<file path="src/rtl/game_ctrl_multilevel.sv">
// Top-level game sequencer: authentication with retry lockout, then an N-level
// bomb-defusal game with per-level timer reload, then success/game-over sequences.
module game_ctrl_multilevel #(
  parameter int NUM_LEVELS     = 3,
  parameter int MAX_AUTH_TRIES = 3,
  parameter int LOCKOUT_CYCLES = 16,
  parameter int TIME_W         = 8
) (
  input  logic              clk,
  input  logic              rst,
  input  logic              auth_valid,
  input  logic              auth_ok,
  input  logic              level_done,
  input  logic              level_pass,
  input  logic [TIME_W-1:0] cur_time,
  input  logic              seq_done,
  output logic [6:0]        state_code,
  output logic [3:0]        level,
  output logic              level_start,
  output logic              timer_load,
  output logic              locked
);

  localparam int LOCK_W = (LOCKOUT_CYCLES > 1) ? $clog2(LOCKOUT_CYCLES) : 1;

  // Strobe handshake: every *_valid / *_done input is a one-cycle strobe sampled
  // on the rising clk edge; there is no ready/backpressure and no queuing.
  typedef enum logic [2:0] {
    S_AUTH, S_LOCKOUT, S_LEVEL_START, S_IN_LEVEL,
    S_LEVEL_PASS, S_GAME_SUCCESS, S_GAME_OVER, S_END
  } state_t;

  state_t              state_q, state_d;
  logic [6:0]          code_q, code_d;
  logic [3:0]          level_q, level_d;
  logic [3:0]          fail_q, fail_d;
  logic [LOCK_W-1:0]   lock_q, lock_d;
  logic                ls_q, ls_d;
  logic                locked_q, locked_d;

  always_ff @(posedge clk) begin
    if (!rst) begin
      state_q  <= S_AUTH;
      code_q   <= 7'h00;
      level_q  <= 4'd0;
      fail_q   <= 4'd0;
      lock_q   <= '0;
      ls_q     <= 1'b0;
      locked_q <= 1'b0;
    end else begin
      state_q  <= state_d;
      code_q   <= code_d;
      level_q  <= level_d;
      fail_q   <= fail_d;
      lock_q   <= lock_d;
      ls_q     <= ls_d;
      locked_q <= locked_d;
    end
  end

  always_comb begin
    state_d  = state_q;
    code_d   = code_q;
    level_d  = level_q;
    fail_d   = fail_q;
    lock_d   = lock_q;
    ls_d     = 1'b0;
    locked_d = locked_q;
    unique case (state_q)
      S_AUTH: begin
        if (auth_valid && auth_ok) begin
          fail_d  = 4'd0;
          level_d = 4'd0;
          ls_d    = 1'b1;
          code_d  = 7'h0F;
          state_d = S_LEVEL_START;
        end else if (auth_valid) begin
          fail_d = fail_q + 4'd1;
          code_d = 7'h02;
          if (fail_d == 4'(MAX_AUTH_TRIES)) begin
            state_d  = S_LOCKOUT;
            lock_d   = LOCK_W'(LOCKOUT_CYCLES - 1);
            code_d   = 7'h03;
            locked_d = 1'b1;
          end
        end
      end
      S_LOCKOUT: begin
        // Final cycle of lockout is the one where the counter has reached zero.
        if (lock_q == '0) begin
          state_d  = S_AUTH;
          fail_d   = 4'd0;
          code_d   = 7'h00;
          locked_d = 1'b0;
        end else begin
          lock_d = lock_q - 1'b1;
        end
      end
      S_LEVEL_START: begin
        state_d = S_IN_LEVEL;
        code_d  = {3'b001, level_q};
      end
      S_IN_LEVEL: begin
        if (cur_time == '0 || (level_done && !level_pass)) begin
          state_d = S_GAME_OVER;
          code_d  = 7'h30;
        end else if (level_done) begin
          state_d = S_LEVEL_PASS;
          code_d  = {3'b100, level_q};
        end
      end
      S_LEVEL_PASS: begin
        if (seq_done) begin
          if (level_q == 4'(NUM_LEVELS - 1)) begin
            state_d = S_GAME_SUCCESS;
            code_d  = 7'h20;
          end else begin
            level_d = level_q + 4'd1;
            ls_d    = 1'b1;
            code_d  = 7'h0F;
            state_d = S_LEVEL_START;
          end
        end
      end
      S_GAME_SUCCESS: begin
        if (seq_done) begin
          state_d = S_END;
          code_d  = 7'h21;
        end
      end
      S_GAME_OVER: begin
        if (seq_done) begin
          state_d = S_END;
          code_d  = 7'h31;
        end
      end
      S_END: begin
        state_d = S_AUTH;
        code_d  = 7'h00;
        level_d = 4'd0;
        fail_d  = 4'd0;
      end
      default: begin
        state_d = S_AUTH;
        code_d  = 7'h00;
      end
    endcase
  end

  assign state_code  = code_q;
  assign level       = level_q;
  assign level_start = ls_q;
  assign timer_load  = ls_q;
  assign locked      = locked_q;

endmodule

</file>
<file path="config.mk">
export PLATFORM = sky130hd
export DESIGN_NAME = game_ctrl_multilevel
export DESIGN_NICKNAME = d
export VERILOG_FILES = /design/src/rtl/game_ctrl_multilevel.sv
export SDC_FILE = /design/constraint.sdc
export NUM_CORES = 1
export LEC_CHECK = 0
export ABC_AREA = 1
export CAP_MARGIN = 20
export CORE_ASPECT_RATIO = 2
export CORE_MARGIN = 5
export CORE_UTILIZATION = 55
export DETAILED_ROUTE_END_ITERATION = 7
export GPL_TIMING_DRIVEN = 0
export PLACE_DENSITY = 0.83
export SLEW_MARGIN = 20
export SYNTH_ARGS = -nofsm -noshare
export SYNTH_HDL_FRONTEND = slang
export SYNTH_SLANG_ARGS = --single-unit
</file>
<file path="constraint.sdc">
create_clock -name clk -period 2.6 [get_ports clk]
set_input_delay 0.78 -clock clk [delete_from_list [all_inputs] [get_ports clk]]
set_output_delay 0.78 -clock clk [all_outputs]
set_load 0.05 [all_outputs]
</file>
Yosys cells after proc, flatten, opt, wreduce, memory -nomap -nowiden
Cells that the tools add are included.

Reduce and logical (&&, ||, !) cells: 17. Equal/unequal tests: 23. $add $sub $neg: 3. Muxes and demuxes: 43.

Operator list (count): $mux W7 (8); $pmux W7 S8 (1); $mux W4 (10); $mux W3 (9); $pmux W4 S3 (2); $pmux W3 S7 (1); $ne A2 B2 Y1 const B (10); $eq A3 B3 Y1 const B (4); $reduce_and A6 Y1 (2); $reduce_and A5 Y1 (2); $ne A3 B3 Y1 const B (3); $add A4 B1 Y4 const B (2); $eq A4 B2 Y1 const B (2); $logic_not A8 Y1 (1); $mux W1 (8); $pmux W4 S2 (1); $eq A3 B2 Y1 const B (2); $mux W6 (1); $reduce_bool A3 Y1 (2); $logic_not A4 Y1 (1); $pmux W1 S2 (2); $reduce_and A4 Y1 (1); $sub A4 B1 Y4 const B (1); $eq A3 B1 Y1 const B (1); other kinds (8) (9).

Input bits: 15. Logic and storage cells: 93. Output and inout port bits: 14. Flip-flop bits (word level): 24.

Logic depth before layout (Yosys ltp)
Word-level depth: 6. Gate-level depth with buffers: 11. Depth with buffers taken out: 11.

Worst setup path after synthesis
Ideal clock, no wire load.

Path kind: register to register. Start point: reg level_q[0], in the netlist level[0]. End point: reg level_q[2], in the netlist level[2]. Library setup time: 122 ps. Cell stages (with the launch flop): 9. Data arrival time: 1690 ps. Data required time: 2478 ps. Setup slack: 788 ps. Period minus slack after synthesis: 1812 ps. Cell sequence: dfxtp_1 inv_1 ha_1 nand3_1 nor2_1 nor2_1 nand3_2 o21ai_2 nor3b_2.

Word-level cells in the longest chain between the ends: 4.

Ends and longest elaborated chain: start, declared (RTL line 35) `logic [3:0] level_q, level_d;`; start signal, assigned (RTL line 53) `level_q <= level_d;`; $add A4 B1 Y4 (RTL line 118) `level_d = level_q + 4'd1;`; $mux W4 (RTL line 114) `if (level_q == 4'(NUM_LEVELS - 1)) begin`; $mux W4 (RTL line 113) `if (seq_done) begin`; $pmux W4 S3 (RTL line 69) `unique case (state_q)`.

Several ways; a longest one is shown, not always the timed one. The select of a mux whose other input is x is not followed. A chain may end at the register's enable or synchronous reset.

Worst setup path after layout
Start point: reg level_q[0], in the netlist level[0]. End point: out level[0].

RTL lines: end, declared (RTL line 18) `output logic [3:0] level,`.

No word-level cell between the ends.

==> flow_summary.json <==
{
  "status": "finished clean",
  "netlist_area_um2": 1470,
  "hold_viol_final": 0,
  "hold_buffers": 0,
  "clock.fmax_mhz": 419,
  "rsz0062_at_grt": "no",
  "synthAdderAreaFrac": 0.0426,
  "tns_ns": 0,
  "layout-drive-gt1-share": 0.0859,
  "syn_inst": 225,
  "critPathSlowestCell": "clkdlybuf4s50_1",
  "grt-ovfl-total": 0,
  "grt_max_degree": 15,
  "syn_nets": 245,
  "synth_top_family_by_area": "simple AND/OR/NAND/NOR gates",
  "setup_viol": 0,
  "clkSinkCount": 24,
  "synth_compound_area_frac": 0.127,
  "synthXorXnorAreaFrac": 0.0179,
  "ys_warn_count": 0,
  "p_seq_frac": 0.282,
  "start_util": 0.572,
  "avgSynthCellArea_um2": 6.53,
  "synth.distinct_cells": 25,
  "dr.pass1.iters": 4,
  "finish.utilization": 0.718,
  "die_area_um2": 3870,
  "ant_nets": 0,
  "synthSimpleGateAreaFrac": 0.371,
  "r2r-end": "state_q[2]$_SDFFE_PN0P_",
  "numCtsBuffers": 3,
  "grt_usage": 0.210,
  "muxShareOfSynthArea": 0,
  "holdPathEnd": "locked$_SDFFE_PN0P_",
  "crit_type": "register to output port",
  "cts_buffer_depth": 2,
  "clock_latency_ns": 0.27,
  "synth_edf_count": 0,
  "max_stage_delay_ns": 0.86,
  "pre_cts_ws_ns": 0.291,
  "worstPathArrival_ns": 1.61,
  "postCtsSetupBuffers": 0,
  "clock_skew_ns": 0.00437,
  "p_int_mw": 1.04,
  "synthArstFlopShare": 0,
  "fin_nets": 277,
  "power_switching_uw": 914,
  "clk_pin_slew_ns": 0.09,
  "grt_pass1_wl_um": 6180,
  "cpLargestDelayFamily": "buffers and inverters",
  "place_congestion": 0.961,
  "power_frac_clock": 0.171,
  "period_needed_ns": 2.39,
  "synth-main-ff-cell": "dfxtp_1",
  "combPwrFrac": 0.548,
  "root_buffer": "clkbuf_8",
  "whs_path_depth": 2,
  "drt_iter0_drc": 42,
  "min_path_type": "register to register",
  "ys_ff_latch": 24,
  "ir_drop_uv": 636,
  "die_h_um": 83.1,
  "r2r_slack_ns": 0.88,
  "portBuffers": 27,
  "drc_errors": 0,
  "cp_num_buf_inv": 1,
  "cts_resized": 0,
  "ys_seq_area_frac": 0.327,
  "end_kind": "output port",
  "period_share": 0.918,
  "cts_tree": "yes",
  "r2r-start": "lock_q[0]$_SDFFE_PN0P_",
  "grt_pass1_vias": 1529,
  "die_w_um": 46.5,
  "startpoint_type": "register",
  "ctsHtreeMaxLevel": 1,
  "hpwl_um": 2780,
  "crit_required_ns": 1.82,
  "sw_frac_of_total": 0.467,
  "maxCapViolCount": 0,
  "worst_pin_slew_ns": 0.552,
  "p_leak_nw": 0.831,
  "slew_violations": 0,
  "cp_cell_sequence": "clkdlybuf4s50_1",
  "wl_per_cell_um": 12.6,
  "vias": 1528,
  "viasPerCell": 5.38,
  "antenna_found_initial": 0,
  "area_growth_pct": 25.6,
  "slew_headroom": 0.629,
  "r2r.worst_path.cells": 11,
  "layout_setup_ws_ns": 0.213,
  "ios": 29,
  "path_max_fanout": 7,
  "diodes": 0,
  "rows": 26,
  "power_density_nw_per_um2": 1060,
  "fillers": 219,
  "wirelength_um": 3570,
  "fp.coreArea_um2": 2570,
  "min-delay-start": "locked$_SDFFE_PN0P_"
}
[worst max path at each step]
stage | startpoint | to | slack [ns] | cells after the start
3_3_place_gp | cur_time[0] | state_q[2]$_SDFFE_PN0P_ | 0.29 | 11
3_5_place_dp | cur_time[0] | state_q[2]$_SDFFE_PN0P_ | 0.29 | 11
6_report | level[0]$_SDFFE_PN0P_ | level[0] | 0.21 | 1
2_1_floorplan | level[0]$_SDFFE_PN0P_ | level[2]$_SDFFE_PN0P_ | 0.79 | 8
5_1_grt | level[0]$_SDFFE_PN0P_ | level[0] | 0.16 | 1
4_1_cts | level[0]$_SDFFE_PN0P_ | level[0] | 0.22 | 1
[placed cells by master, fill, tap and decap left out, types with 2 or more instances in the layout]
cell              n
nor3_1            4
nand3b_1          3
clkdlybuf4s50_1  27
a21oi_1          21
nand3_1          24
buf_4             2
o21ai_0           7
inv_2             3
clkbuf_1          2
nor2_2            4
nor2_1           22
nand4_1           6
xor2_1            3
ha_1              5
dfxtp_1          24
o21ai_1           3
clkbuf_8          3
nand2_1          47
nand2_2           4
inv_1            33
nor3b_2           2
[through the flow]
step	cell area (µm²)	hold slack [ns]	total power [mW]	cells
2_1_floorplan	1470	0.436	1.35	225
3_3_place_gp	1770	0.446	1.60	280
3_5_place_dp	1770	0.457	1.62	280
4_1_cts	1850	0.470	1.96	284
5_1_grt	1850	0.492	2.12	284
6_report	1850	0.467	1.95	284
[sequential cells by signal, indices dropped and copies added, names as in the netlist]
| register | flops |
|---|---|
| fail_q | 4 |
| level | 4 |
| level_start | 1 |
| lock_q | 4 |
| locked | 1 |
| state_code | 7 |
| state_q | 3 |
[metal layers]
layer | vias up | wire length, µm | global-route usage
met5 | - | 0 | 0
met4 | 0 | 123 | 0.109
met3 | 13 | 173 | 0.0368
met2 | 47 | 1940 | 0.376
met1 | 679 | 1340 | 0.210
li1 | 789 | - | -
[cell usage after synthesis, types with 2 or more instances]
cell type	instances	area [µm²]
nor2_2	4	25.0
buf_4	2	15.0
ha_1	5	62.6
nand2_1	47	176
inv_2	3	11.3
xor2_1	3	26.3
o21ai_1	3	15.0
nor3_1	4	20.0
a21oi_1	21	105
nand4_1	6	37.5
nor2_1	22	82.6
o21ai_0	7	35.0
nand2_2	4	25.0
clkbuf_1	2	7.51
inv_1	33	124
nor3b_2	2	25.0
dfxtp_1	24	480
nand3_1	24	120
nand3b_1	3	22.5
[kinds of logic (layout without fill, tap and decap cells)]
kind of cell | count (synthesis) | in the layout
buffers and inverters | 41 | 72
XOR/XNOR | 3 | 3
AND/OR/NAND/NOR | 117 | 117
adder cells (fa/ha/maj) | 5 | 5
AO/OA/AOI/OAI | 35 | 35
flip-flops | 24 | 24
[power groups by stage]
stage	Clock, mW	Combinational, mW	Sequential, mW
final	0.333	1.07	0.551
after global routing	0.354	1.20	0.566
after floorplan	0	0.658	0.695
after CTS	0.336	1.07	0.550
after detailed placement	0	1.06	0.559
after global placement	0	1.05	0.557
[cell type report]
class	count	area, µm²	share of cell area
plain buffers	5	33.8	0.0183
clock buffers	3	41.3	0.0224
clock inverters	1	30.0	0.0163
inverters	36	135	0.0732
multi-input cells	160	820	0.444
flip-flops and latches	24	480	0.260
well taps	28	35.0	0.0190
repair buffers	27	270	0.146
Note: power is estimated with default switching activity, not from simulation.
